===== src/rtl/rle_sched_pkg.sv =====
// Shared types and widths for the RLE line scheduler: FSM state encoding and the
// 40-bit line record layout delivered to the navigation side.
package rle_sched_pkg;

  localparam int unsigned RUN_W = 10;
  localparam int unsigned ROW_W = 9;
  localparam int unsigned REC_W = 1 + ROW_W + 3 * RUN_W;

  typedef enum logic [2:0] {
    StIdle,
    StFeed,
    StSkip,
    StWaitEnc,
    StPush
  } sched_state_e;

  typedef struct packed {
    logic             frame_first;
    logic [ROW_W-1:0] row;
    logic [RUN_W-1:0] s1;
    logic [RUN_W-1:0] s2;
    logic [RUN_W-1:0] s3;
  } rle_rec_t;

endpackage


===== src/rtl/rle_line_scheduler_if.sv =====
// Pixel-in, encoder-side and record-out signals of the RLE line scheduler.
// slave = scheduler view, master = environment view.
interface rle_line_scheduler_if;
  import rle_sched_pkg::*;

  logic             pix_valid;
  logic             pix_sop;
  logic             pix_bit;
  logic             pix_ready;
  logic             enc_en;
  logic             enc_line_start;
  logic             enc_pixel;
  logic             enc_done;
  logic [RUN_W-1:0] enc_s1;
  logic [RUN_W-1:0] enc_s2;
  logic [RUN_W-1:0] enc_s3;
  logic             out_valid;
  logic             out_ready;
  logic [REC_W-1:0] out_data;
  logic [7:0]       drop_cnt;

  modport slave (
    input  pix_valid, pix_sop, pix_bit, enc_done, enc_s1, enc_s2, enc_s3, out_ready,
    output pix_ready, enc_en, enc_line_start, enc_pixel, out_valid, out_data, drop_cnt
  );

  modport master (
    output pix_valid, pix_sop, pix_bit, enc_done, enc_s1, enc_s2, enc_s3, out_ready,
    input  pix_ready, enc_en, enc_line_start, enc_pixel, out_valid, out_data, drop_cnt
  );

endinterface


===== src/rtl/rle_rec_fifo.sv =====
// Synchronous record FIFO; DEPTH must be a power of two. Simultaneous read and
// write are both honoured, so a write into a full FIFO succeeds when it is also read.
module rle_rec_fifo #(
  parameter int unsigned DEPTH = 4,
  parameter int unsigned WIDTH = 40,
  localparam int unsigned PtrW = (DEPTH > 1) ? $clog2(DEPTH) : 1,
  localparam int unsigned CntW = PtrW + 1
) (
  input  logic             clk_i,
  input  logic             rst_ni,
  input  logic             wr_en_i,
  input  logic [WIDTH-1:0] wr_data_i,
  input  logic             rd_en_i,
  output logic [WIDTH-1:0] rd_data_o,
  output logic             full_o,
  output logic             empty_o,
  output logic [CntW-1:0]  count_o
);

  logic [WIDTH-1:0] mem_q [DEPTH];
  logic [PtrW-1:0]  wr_ptr_q, rd_ptr_q;
  logic [CntW-1:0]  count_q;
  logic             do_wr, do_rd;

  assign full_o  = (count_q == CntW'(DEPTH));
  assign empty_o = (count_q == '0);
  assign count_o = count_q;
  assign do_rd   = rd_en_i && !empty_o;
  assign do_wr   = wr_en_i && (!full_o || do_rd);

  assign rd_data_o = mem_q[rd_ptr_q];

  always_ff @(posedge clk_i or negedge rst_ni) begin
    if (!rst_ni) begin
      for (int i = 0; i < int'(DEPTH); i++) mem_q[i] <= '0;
      wr_ptr_q <= '0;
      rd_ptr_q <= '0;
      count_q  <= '0;
    end else begin
      if (do_wr) begin
        mem_q[wr_ptr_q] <= wr_data_i;
        wr_ptr_q        <= wr_ptr_q + 1'b1;
      end
      if (do_rd) rd_ptr_q <= rd_ptr_q + 1'b1;
      case ({do_wr, do_rd})
        2'b10:   count_q <= count_q + 1'b1;
        2'b01:   count_q <= count_q - 1'b1;
        default: count_q <= count_q;
      endcase
    end
  end

endmodule


===== src/rtl/rle_line_scheduler.sv =====
// Column/row sequencer feeding a clock-enabled RLE line encoder and queuing line records.
// Optional RLE_SCHED_MIN_RUN_EN: discard records whose black run is shorter than MIN_RUN.
module rle_line_scheduler
  import rle_sched_pkg::*;
#(
  parameter int unsigned IMAGE_W       = 640,
  parameter int unsigned IMAGE_H       = 480,
  parameter int unsigned ROW_FIRST     = 0,
  parameter int unsigned ROW_LAST      = 479,
  parameter int unsigned ROW_SKIP_LOG2 = 0,
  parameter int unsigned DEPTH         = 4,
  parameter int unsigned MIN_RUN       = 8
) (
  input logic                 CLK,
  input logic                 RST_N,
  rle_line_scheduler_if.slave bus
);

  localparam int unsigned     ColW     = (IMAGE_W > 1) ? $clog2(IMAGE_W) : 1;
  localparam logic [ColW-1:0] LastCol  = ColW'(IMAGE_W - 1);
  localparam logic [ROW_W-1:0] LastRow = ROW_W'(IMAGE_H - 1);
  localparam int unsigned     SkipMask = (32'd1 << ROW_SKIP_LOG2) - 32'd1;

  function automatic logic row_sel(input logic [ROW_W-1:0] r);
    int ri;
    ri = int'({23'd0, r});
    return (ri >= int'(ROW_FIRST)) && (ri <= int'(ROW_LAST)) &&
           (((32'(ri) - ROW_FIRST) & SkipMask) == 32'd0);
  endfunction

  sched_state_e     state_q;
  logic [ColW-1:0]  col_q;
  logic [ROW_W-1:0] row_q;
  logic [RUN_W-1:0] s1_q, s2_q, s3_q;
  logic             first_pend_q;
  logic [7:0]       drop_q;

  logic             pix_ready, accept, sop_acc, counting, forward, line_end, row_last;
  logic [ColW-1:0]  cur_col;
  logic [ROW_W-1:0] cur_row, row_inc;
  logic             keep, push_req, fifo_wr, fifo_rd, fifo_full, fifo_empty, drop;
  rle_rec_t         wr_rec;
  logic [REC_W-1:0] head_data;
  logic [$clog2(DEPTH):0] unused_fifo_cnt;

  assign pix_ready = (state_q == StIdle) || (state_q == StFeed) || (state_q == StSkip);
  assign accept    = bus.pix_valid && pix_ready;
  assign sop_acc   = accept && bus.pix_sop;
  // A non-sop pixel in IDLE is discarded without touching the counters.
  assign counting  = accept && (bus.pix_sop || (state_q != StIdle));
  assign cur_col   = bus.pix_sop ? '0 : col_q;
  assign cur_row   = sop_acc ? '0 : row_q;
  assign row_inc   = cur_row + 1'b1;
  assign line_end  = (cur_col == LastCol);
  assign row_last  = (cur_row == LastRow);
  assign forward   = accept && (bus.pix_sop ? row_sel('0) : (state_q == StFeed));

  assign bus.pix_ready      = pix_ready;
  assign bus.enc_en         = forward;
  assign bus.enc_line_start = forward && (cur_col == '0);
  assign bus.enc_pixel      = forward && bus.pix_bit;

`ifdef RLE_SCHED_MIN_RUN_EN
  assign keep = (32'(s2_q) >= MIN_RUN);
`else
  logic unused_min_run;
  assign unused_min_run = ^(32'(MIN_RUN));
  assign keep = 1'b1;
`endif

  assign push_req = (state_q == StPush) && keep;
  assign fifo_rd  = !fifo_empty && bus.out_ready;
  assign fifo_wr  = push_req && (!fifo_full || fifo_rd);
  assign drop     = push_req && fifo_full && !fifo_rd;

  assign wr_rec = '{frame_first: first_pend_q, row: row_q, s1: s1_q, s2: s2_q, s3: s3_q};

  always_ff @(posedge CLK or negedge RST_N) begin
    if (!RST_N) begin
      state_q      <= StIdle;
      col_q        <= '0;
      row_q        <= '0;
      s1_q         <= '0;
      s2_q         <= '0;
      s3_q         <= '0;
      first_pend_q <= 1'b0;
      drop_q       <= '0;
    end else begin
      if (sop_acc)      first_pend_q <= 1'b1;
      else if (fifo_wr) first_pend_q <= 1'b0;
      if (drop && (drop_q != 8'hFF)) drop_q <= drop_q + 8'd1;

      if (counting) begin
        row_q <= cur_row;
        if (line_end) begin
          col_q <= '0;
          if (forward) begin
            state_q <= StWaitEnc;
          end else if (row_last) begin
            state_q <= StIdle;
          end else begin
            row_q   <= row_inc;
            state_q <= row_sel(row_inc) ? StFeed : StSkip;
          end
        end else begin
          col_q   <= cur_col + 1'b1;
          state_q <= forward ? StFeed : StSkip;
        end
      end else begin
        case (state_q)
          StWaitEnc: begin
            if (bus.enc_done) begin
              s1_q    <= bus.enc_s1;
              s2_q    <= bus.enc_s2;
              s3_q    <= bus.enc_s3;
              state_q <= StPush;
            end
          end
          StPush: begin
            if (row_last) begin
              state_q <= StIdle;
            end else begin
              row_q   <= row_inc;
              state_q <= row_sel(row_inc) ? StFeed : StSkip;
            end
          end
          default: ;
        endcase
      end
    end
  end

  rle_rec_fifo #(
    .DEPTH (DEPTH),
    .WIDTH (REC_W)
  ) u_fifo (
    .clk_i     (CLK),
    .rst_ni    (RST_N),
    .wr_en_i   (fifo_wr),
    .wr_data_i (wr_rec),
    .rd_en_i   (fifo_rd),
    .rd_data_o (head_data),
    .full_o    (fifo_full),
    .empty_o   (fifo_empty),
    .count_o   (unused_fifo_cnt)
  );

  assign bus.out_valid = !fifo_empty;
  assign bus.out_data  = head_data;
  assign bus.drop_cnt  = drop_q;

endmodule

===== src/flat_wrapper.sv =====
// flat-port wrapper written by rule: the top's interface ports become plain ports
module rle_line_scheduler_flat import rle_sched_pkg::*;
#(
  parameter int unsigned IMAGE_W       = 640,
  parameter int unsigned IMAGE_H       = 480,
  parameter int unsigned ROW_FIRST     = 0,
  parameter int unsigned ROW_LAST      = 479,
  parameter int unsigned ROW_SKIP_LOG2 = 0,
  parameter int unsigned DEPTH         = 4,
  parameter int unsigned MIN_RUN       = 8
)
  (CLK, RST_N, bus_pix_valid, bus_pix_sop, bus_pix_bit, bus_enc_done, bus_enc_s1, bus_enc_s2, bus_enc_s3, bus_out_ready, bus_pix_ready, bus_enc_en, bus_enc_line_start, bus_enc_pixel, bus_out_valid, bus_out_data, bus_drop_cnt);
  rle_line_scheduler_if bus_i ();
  input logic CLK;
  input logic RST_N;
  input wire logic [$bits(bus_i.pix_valid)-1:0] bus_pix_valid;
  input wire logic [$bits(bus_i.pix_sop)-1:0] bus_pix_sop;
  input wire logic [$bits(bus_i.pix_bit)-1:0] bus_pix_bit;
  input wire logic [$bits(bus_i.enc_done)-1:0] bus_enc_done;
  input wire logic [$bits(bus_i.enc_s1)-1:0] bus_enc_s1;
  input wire logic [$bits(bus_i.enc_s2)-1:0] bus_enc_s2;
  input wire logic [$bits(bus_i.enc_s3)-1:0] bus_enc_s3;
  input wire logic [$bits(bus_i.out_ready)-1:0] bus_out_ready;
  output wire logic [$bits(bus_i.pix_ready)-1:0] bus_pix_ready;
  output wire logic [$bits(bus_i.enc_en)-1:0] bus_enc_en;
  output wire logic [$bits(bus_i.enc_line_start)-1:0] bus_enc_line_start;
  output wire logic [$bits(bus_i.enc_pixel)-1:0] bus_enc_pixel;
  output wire logic [$bits(bus_i.out_valid)-1:0] bus_out_valid;
  output wire logic [$bits(bus_i.out_data)-1:0] bus_out_data;
  output wire logic [$bits(bus_i.drop_cnt)-1:0] bus_drop_cnt;
  assign bus_i.pix_valid = bus_pix_valid;
  assign bus_i.pix_sop = bus_pix_sop;
  assign bus_i.pix_bit = bus_pix_bit;
  assign bus_i.enc_done = bus_enc_done;
  assign bus_i.enc_s1 = bus_enc_s1;
  assign bus_i.enc_s2 = bus_enc_s2;
  assign bus_i.enc_s3 = bus_enc_s3;
  assign bus_i.out_ready = bus_out_ready;
  assign bus_pix_ready = bus_i.pix_ready;
  assign bus_enc_en = bus_i.enc_en;
  assign bus_enc_line_start = bus_i.enc_line_start;
  assign bus_enc_pixel = bus_i.enc_pixel;
  assign bus_out_valid = bus_i.out_valid;
  assign bus_out_data = bus_i.out_data;
  assign bus_drop_cnt = bus_i.drop_cnt;
  rle_line_scheduler #(.IMAGE_W(IMAGE_W), .IMAGE_H(IMAGE_H), .ROW_FIRST(ROW_FIRST), .ROW_LAST(ROW_LAST), .ROW_SKIP_LOG2(ROW_SKIP_LOG2), .DEPTH(DEPTH), .MIN_RUN(MIN_RUN)) u_core (.CLK(CLK), .RST_N(RST_N), .bus(bus_i));
endmodule

===== config.mk =====
export PLATFORM = sky130hd
export DESIGN_NAME = rle_line_scheduler_flat
export DESIGN_NICKNAME = d
export VERILOG_FILES = /design/src/rtl/rle_sched_pkg.sv /design/src/rtl/rle_line_scheduler_if.sv /design/src/rtl/rle_rec_fifo.sv /design/src/rtl/rle_line_scheduler.sv /design/src/flat_wrapper.sv
export SDC_FILE = /design/constraint.sdc
export NUM_CORES = 1
export LEC_CHECK = 0
export ABC_AREA = 0
export BUFFER_PORTS_ARGS = -buffer_cell sky130_fd_sc_hd__buf_2
export CORE_ASPECT_RATIO = 1.5
export CORE_MARGIN = 2
export CORE_UTILIZATION = 40
export DETAILED_ROUTE_END_ITERATION = 8
export PLACE_DENSITY = 0.55
export SYNTH_ARGS = -nofsm -noshare
export SYNTH_HDL_FRONTEND = slang
export SYNTH_HIERARCHICAL = 1
export SYNTH_SLANG_ARGS = --single-unit

===== constraint.sdc =====
create_clock -name CLK -period 5.8 [get_ports CLK]
set_clock_uncertainty 0.2 [all_clocks]
set_input_delay 0.87 -clock CLK [delete_from_list [all_inputs] [get_ports CLK]]
set_output_delay 0.87 -clock CLK [all_outputs]
set_load 0.01 [all_outputs]

Yosys cells after proc, flatten, opt, wreduce, memory -nomap -nowiden
Index checks and enable logic that the tools add are counted.
{"block": "totals", "memories": 0, "register_bits": 228, "wordCells": 101, "mem_bits_rw": 0, "romBits": 0, "output_inout_bits": 53, "latchBits": 0}
{"block": "classes", "div_mod_pow": 0, "n_eq_ne": 12, "mul": 0, "order_cmp": 4, "n_shift": 0, "n_reduce_logical": 33, "addsub": 7, "n_mux": 27, "bitwise": 3}
{"cell": "$bwmux W160", "count": 1}
{"cell": "$mux W40", "count": 3}
{"cell": "$bmux W40 S2", "count": 1}
{"cell": "$demux W40 S2", "count": 1}
{"cell": "$mux W9", "count": 7}
{"cell": "$mux W10", "count": 2}
{"cell": "$mux W3", "count": 5}
{"cell": "$logic_and A1 B1 Y1", "count": 14}
{"cell": "$pmux W3 S2", "count": 2}
{"cell": "$add A10 B1 Y10 const B", "count": 1}
{"cell": "$eq A10 B10 Y1 const B", "count": 1}
{"cell": "$logic_not A10 Y1", "count": 1}
{"cell": "$add A9 B1 Y9 const B", "count": 1}
{"cell": "$eq A9 B9 Y1 const B", "count": 1}
{"cell": "$le A9 B9 Y1 const B", "count": 1}
{"cell": "$add A8 B1 Y8 const B", "count": 1}
{"cell": "$ne A8 B8 Y1 const B", "count": 1}
{"cell": "$eq A3 B2 Y1 const B", "count": 2}
{"cell": "$eq A3 B3 Y1 const B", "count": 2}
{"cell": "$ge A3 B3 Y1 const B", "count": 2}
{"cell": "$logic_not A3 Y1", "count": 2}
{"cell": "$not A2 Y3", "count": 2}
{"cell": "$reduce_bool A2 Y1", "count": 3}
{"cell": "$reduce_bool A3 Y1", "count": 2}
{"cell": "other kinds (16)", "count": 27}

Longest topological paths before layout
{"block": "depth", "ltp_word": 13, "mapped_depth": 11}

Cells and area by module
Netlist, hierarchy kept.
{"module": "rle_rec_fifo", "n_inst": 1, "area_per_inst_um2": 7368.3, "seq_area_each_um2": 4179.0, "cells_per_inst": 427}
{"module": "rle_line_scheduler", "n_inst": 1, "area_per_inst_um2": 3075.4, "seq_area_each_um2": 1526.5, "cells_per_inst": 289}

Least setup slack after synthesis
OpenSTA, ideal clock, no wires.
{"block": "synth_path", "path_type": "input port to flip-flop", "startpoint": "input bus_pix_valid", "endpoint": "register u_core.state_q[0]", "path_stages": 10, "arrival_ns": 2.797, "path_slack_ns": 2.677, "setup_time_ns": 0.127, "required_ns": 5.473, "cell_sequence": "nor2b_1 > and3_1 > clkbuf_1 > nor2_1 > ha_1 > nor3_1 > o21ai_0 > o21ai_0 > a311oi_1 > a311o_1"}
{"block": "synth_via", "elab_chain_cells": 10}
{"item": "from (decl)", "line_no": "flat_wrapper.sv:16", "source": "input wire logic [$bits(bus_i.pix_valid)-1:0] bus_pix_valid;"}
{"item": "$logic_and A1 B1 Y1 (*)", "line_no": "rle_line_scheduler.sv:47", "source": "assign accept = bus.pix_valid && pix_ready;"}
{"item": "$logic_and A1 B1 Y1", "line_no": "rle_line_scheduler.sv:48", "source": "assign sop_acc = accept && bus.pix_sop;"}
{"item": "$mux W9", "line_no": "rle_line_scheduler.sv:52", "source": "assign cur_row = sop_acc ? '0 : row_q;"}
{"item": "$add A9 B1 Y9", "line_no": "rle_line_scheduler.sv:53", "source": "assign row_inc = cur_row + 1'b1;"}
{"item": "$le A9 B9 Y1", "line_no": "rle_line_scheduler.sv:27", "source": "return (ri >= int'(ROW_FIRST)) && (ri <= int'(ROW_LAST)) &&"}
{"item": "$mux W2", "line_no": "rle_line_scheduler.sv:103, rle_line_scheduler.sv:124"}
{"item": "$mux W3", "line_no": "rle_line_scheduler.sv:99, rle_line_scheduler.sv:120"}
{"item": "$mux W3", "line_no": "rle_line_scheduler.sv:97", "source": "if (forward) begin"}
{"item": "$mux W3", "line_no": "rle_line_scheduler.sv:95", "source": "if (line_end) begin"}
{"item": "$mux W3", "line_no": "rle_line_scheduler.sv:93", "source": "if (counting) begin"}
{"item": "to (signal assigned)", "line_no": "rle_line_scheduler.sv:98", "source": "state_q <= StWaitEnc;"}
{"item": "to (signal assigned)", "line_no": "rle_line_scheduler.sv:100", "source": "state_q <= StIdle;"}
{"item": "to (signal assigned)", "line_no": "rle_line_scheduler.sv:121", "source": "state_q <= StIdle;"}
{"item": "to (decl)", "line_no": "rle_line_scheduler.sv:31", "source": "sched_state_e state_q;"}
Every way passes the cells marked *; elsewhere a longest branch is shown, timed or not.
A chain may end at the register's enable or synchronous reset.

Final worst setup path
{"block": "layout_path", "startpoint": "register u_core.state_q[0]", "endpoint": "register u_core/u_fifo/mem_q[46] (netlist name)"}
{"block": "layout_via", "elab_chain_cells": 3}
{"item": "from (signal assigned)", "line_no": "rle_line_scheduler.sv:80", "source": "state_q <= StIdle;"}
{"item": "from (signal assigned)", "line_no": "rle_line_scheduler.sv:98"}
{"item": "from (signal assigned)", "line_no": "rle_line_scheduler.sv:100"}
{"item": "$eq A3 B3 Y1", "line_no": "rle_line_scheduler.sv:71", "source": "assign push_req = (state_q == StPush) && keep;"}
{"item": "$logic_and A1 B1 Y1", "line_no": "rle_line_scheduler.sv:73", "source": "assign fifo_wr = push_req && (!fifo_full || fifo_rd);"}
{"item": "via u_core.fifo_wr", "line_no": "rle_line_scheduler.sv:41", "source": "logic keep, push_req, fifo_wr, fifo_rd, fifo_full, fifo_empty, drop;"}
{"item": "$logic_and A1 B1 Y1", "line_no": "rle_rec_fifo.sv:29", "source": "assign do_wr = wr_en_i && (!full_o || do_rd);"}
{"item": "to (signal, indexed assignment)", "line_no": "rle_rec_fifo.sv:41", "source": "mem_q[wr_ptr_q] <= wr_data_i;"}
{"item": "to (decl)", "line_no": "rle_rec_fifo.sv:20", "source": "logic [WIDTH-1:0] mem_q [DEPTH];"}
The timed path passes the listed nets, and every way through them passes these cells.

==> flow_metrics.py <==
metrics = {
    "clocking": {
        "cts_resized": 0,
        "cts-root-buf": "clkbuf_16",
        "cts.clk_slew.worst_paths_ps": 60,
        "cts_buffers": 24,
        "clock-sinks": 228,
        "clk_latency_ps": 500,
        "cts.path.max_buffers": 3,
        "hold_buffers": 0,
        "cts_tree": "built",
        "htree_levels": 1,
        "cts_setup_buffers": 0,
    },
    "global_routing": {
        "overflow": 0,
        "grt_pass1_vias": 6965,
        "antenna_found_initial": 0,
        "grt_usage": 0.169,
        "grt_max_degree": 124,
        "grt_pass1_wl_um": 37000,
    },
    "yosys": {
        "synth_adder_area_share": 0.0127,
        "synth-edff-count": 0,
        "synthSimpleGateAreaFrac": 0.0612,
        "yosys-top-cells-area": "dfrtp_1, mux2_2, mux4_2",
        "synth_seq_cells": 228,
        "synth_cell_types": 58,
        "ys_seq_area_frac": 0.546,
        "syn_area_per_cell_um2": 14.6,
        "synth_area_um2": 10400,
        "synth_top_cell_area_share": 0.546,
        "synth_largest_area_cell": "dfrtp_1",
        "ys.flop_type": "dfrtp_1",
        "synth_top_family_by_area": "multiplexers",
        "synth_warnings": 6,
        "async_flop_share": 1.00,
        "synth_xor_area_frac": 0.0117,
        "synth_compound_area_frac": 0.0399,
        "synth_nets": 763,
        "synth_mux_area_frac": 0.295,
        "syn_inst": 716,
    },
    "route": {
        "routed_wirelength_um": 22500,
        "via_count": 6240,
        "top_layer": "met4",
        "drc": 0,
        "wl_per_cell_um": 19.6,
        "wl_met1_um": 8910,
        "drtAntennaViolNets": 0,
        "routed-wl-met2_um": 12200,
        "dr.pass1.iters": 4,
        "viasPerCell": 5.43,
        "drt_iter0_markers": 252,
        "wl_met3_um": 947,
    },
    "die": {
        "start_util": 0.405,
        "core-area_um2": 25800,
        "boundaryPins": 90,
        "fp-row-count": 72,
        "die_h_um": 202,
        "fp.dieArea_um2": 27400,
        "fp.dieW_um": 136,
    },
    "pwr": {
        "p_clk_frac": 0.260,
        "netSwitchingFraction": 0.319,
        "p_sw_mw": 1.98,
        "p_comb_frac": 0.290,
        "power.total_mw": 6.21,
        "ir_drop_mv": 0.253,
        "power_density_nw_per_um2": 518,
        "leakagePower_nw": 5.58,
        "p_int_mw": 4.23,
        "p_seq_frac": 0.450,
    },
    "sta": {
        "tns_ps": 0,
        "slew_viol_final": 0,
        "setup_slack_ps": 2160,
        "fmax_ghz": 0.275,
        "slew-limit-headroom": 0.208,
        "grt_setup_unrepaired": "no",
        "period_minus_slack_ps": 3640,
        "hold_violations": 0,
        "tightest_slew_ps": 1190,
        "setup-violations-final": 0,
        "period_share": 0.627,
    },
    "placed_design": {
        "dp_hpwl_um": 14500,
        "place_ws_ps": 1960,
        "portBuffers": 89,
        "place_congestion": 0.819,
    },
    "worst_setup_path": {
        "crit_path_start_kind": "register",
        "path_class": "register to register",
        "path_max_fanout": 25,
        "endpoint_kind": "register",
        "critPathArrivalTime_ps": 3820,
        "crit_required_ps": 5980,
    },
    "run_status": {
        "outcome": "completed",
    },
    "layout": {
        "diodes": 0,
        "nets": 845,
        "drive_above_1_share": 0.473,
        "area_delta_synth_final_pct": 14.8,
    },
    "job": {
        "drv_cap": 0,
    },
    "hold_path": {
        "hp-class": "input pin to async pin",
    },
}
[state kept, by name, summed over array words and instances (netlist names)]
| signal | cells |
|---|---|
| u_core/col_q | 10 |
| u_core/u_fifo/rd_ptr_q | 2 |
| u_core/s3_q | 10 |
| u_core/u_fifo/wr_ptr_q | 2 |
| u_core/state_q | 3 |
| u_core/u_fifo/count_o | 3 |
| u_core/row_q | 9 |
| u_core/u_fifo/mem_q | 160 |
| u_core/s1_q | 10 |
| u_core/bus.drop_cnt | 8 |
| u_core/first_pend_q | 1 |
| u_core/s2_q | 10 |
[per-stage QoR]
stage,area (µm²),hold slack (ps),instances,utilization
finish,12000,208,1149,0.465
floorplan,10400,275,716,-
global route,12000,273,1149,0.465
CTS,12000,243,1149,0.465
global placement,11100,280,1105,0.432
detailed placement,11100,289,1105,0.432
[kinds of logic after synthesis]
group | Yosys count
multiplexers | 234
XOR/XNOR | 14
AND/OR/NAND/NOR | 118
adder cells (fa/ha/maj) | 10
AO/OA/AOI/OAI | 55
flip-flops | 228
buffers and inverters | 57
[synthesized netlist by cell type (2+ instances only)]
master,instances
nor2_1,20
o211ai_1,4
buf_1,4
mux2i_1,2
o21ai_0,13
a32o_1,4
nand2b_1,4
a22o_1,2
dfrtp_1,228
and3_1,7
nor4_1,3
xnor2_1,6
or4b_1,2
ha_1,9
mux2_2,192
buf_6,16
nor3_1,10
nand2_1,30
o22ai_1,3
clkbuf_1,12
a21oi_1,7
inv_1,17
a21boi_0,2
a31oi_1,6
xor2_1,8
buf_2,8
nand3_1,21
nor2b_1,3
and2_1,2
nand4_1,4
mux4_2,40
[final cells by class]
| cell class | instances | area (µm²) |
|---|---|---|
| Clock inverter | 8 | 115 |
| Tap cell | 333 | 417 |
| Timing Repair Buffer | 96 | 520 |
| Clock buffer | 36 | 737 |
| Fill cell | 2326 | 13800 |
| Multi-Input combinational cell | 431 | 4420 |
| Inverter | 17 | 63.8 |
| Sequential cell | 228 | 5710 |
[layer usage]
metal	up-vias	GRT usage
met4	0	0.0439
met2	148	0.312
met1	3270	0.205
met3	31	0.0231
li1	2791	-
met5	-	0
[power by group through the flow]
stage | Clock, mW | Sequential (mW) | Combinational (mW)
3_5_place_dp | 0 | 2.83 | 1.83
5_1_grt | 1.73 | 2.91 | 1.97
3_3_place_gp | 0 | 2.77 | 1.78
2_1_floorplan | 0 | 2.46 | 1.51
4_1_cts | 1.67 | 2.80 | 1.84
6_report | 1.62 | 2.79 | 1.80
[path summary, 6_finish.rpt]
| check | start | end | slack [ps] | depth (start not counted) |
|---|---|---|---|---|
| max | u_core/state_q[0]$_DFFE_PN0P_ | u_core/u_fifo/mem_q[46]$_DFFE_PN0P_ | 2160 | 7 |
| min | RST_N | u_core/s2_q[4]$_DFFE_PN0P_ | 210 | 1 |
| max reg2reg | u_core/state_q[0]$_DFFE_PN0P_ | u_core/u_fifo/mem_q[46]$_DFFE_PN0P_ | 2160 | 7 |
| min reg2reg | u_core/bus.drop_cnt[6]$_DFFE_PN0P_ | u_core/bus.drop_cnt[6]$_DFFE_PN0P_ | 300 | 1 |
| max in group asynchronous | RST_N | u_core/u_fifo/rd_ptr_q[0]$_DFFE_PN0P_ | 3970 | 2 |
| min in group CLK | u_core/bus.drop_cnt[6]$_DFFE_PN0P_ | u_core/bus.drop_cnt[6]$_DFFE_PN0P_ | 300 | 1 |
[layout by cell type, fill, tap and decap left out, types with 2 or more instances in the layout]
| cell | instances |
|---|---|
| or4b_1 | 2 |
| a21boi_0 | 2 |
| nand3_1 | 21 |
| mux4_2 | 40 |
| nand2_1 | 30 |
| a21oi_1 | 7 |
| clkbuf_8 | 7 |
| mux2i_1 | 2 |
| xor2_1 | 8 |
| nor2_4 | 4 |
| a32o_1 | 4 |
| and2_1 | 2 |
| buf_4 | 6 |
| a31oi_1 | 6 |
| clkbuf_1 | 4 |
| o22ai_1 | 3 |
| nor2_1 | 16 |
| mux2_2 | 192 |
| o211ai_1 | 4 |
| nor2b_1 | 3 |
| buf_2 | 88 |
| bufinv_16 | 3 |
| a22o_1 | 2 |
| ha_1 | 9 |
| nor4_1 | 3 |
| nor3_1 | 10 |
| nand2b_1 | 4 |
| xnor2_1 | 6 |
| dfrtp_1 | 226 |
| clkinv_2 | 5 |
| and3_1 | 7 |
| clkbuf_16 | 25 |
| inv_1 | 17 |
| nand4_1 | 4 |
| o21ai_0 | 13 |
[critical path, stage by stage, from the launching register on]
cell      delay (ps)
dfrtp_1          470
nor3b_2          250
buf_4            200
a21boi_0         600
nand2_1          210
nor2_4           770
buf_4            420
mux2_2           380
Power figures use the tool's default switching activity.
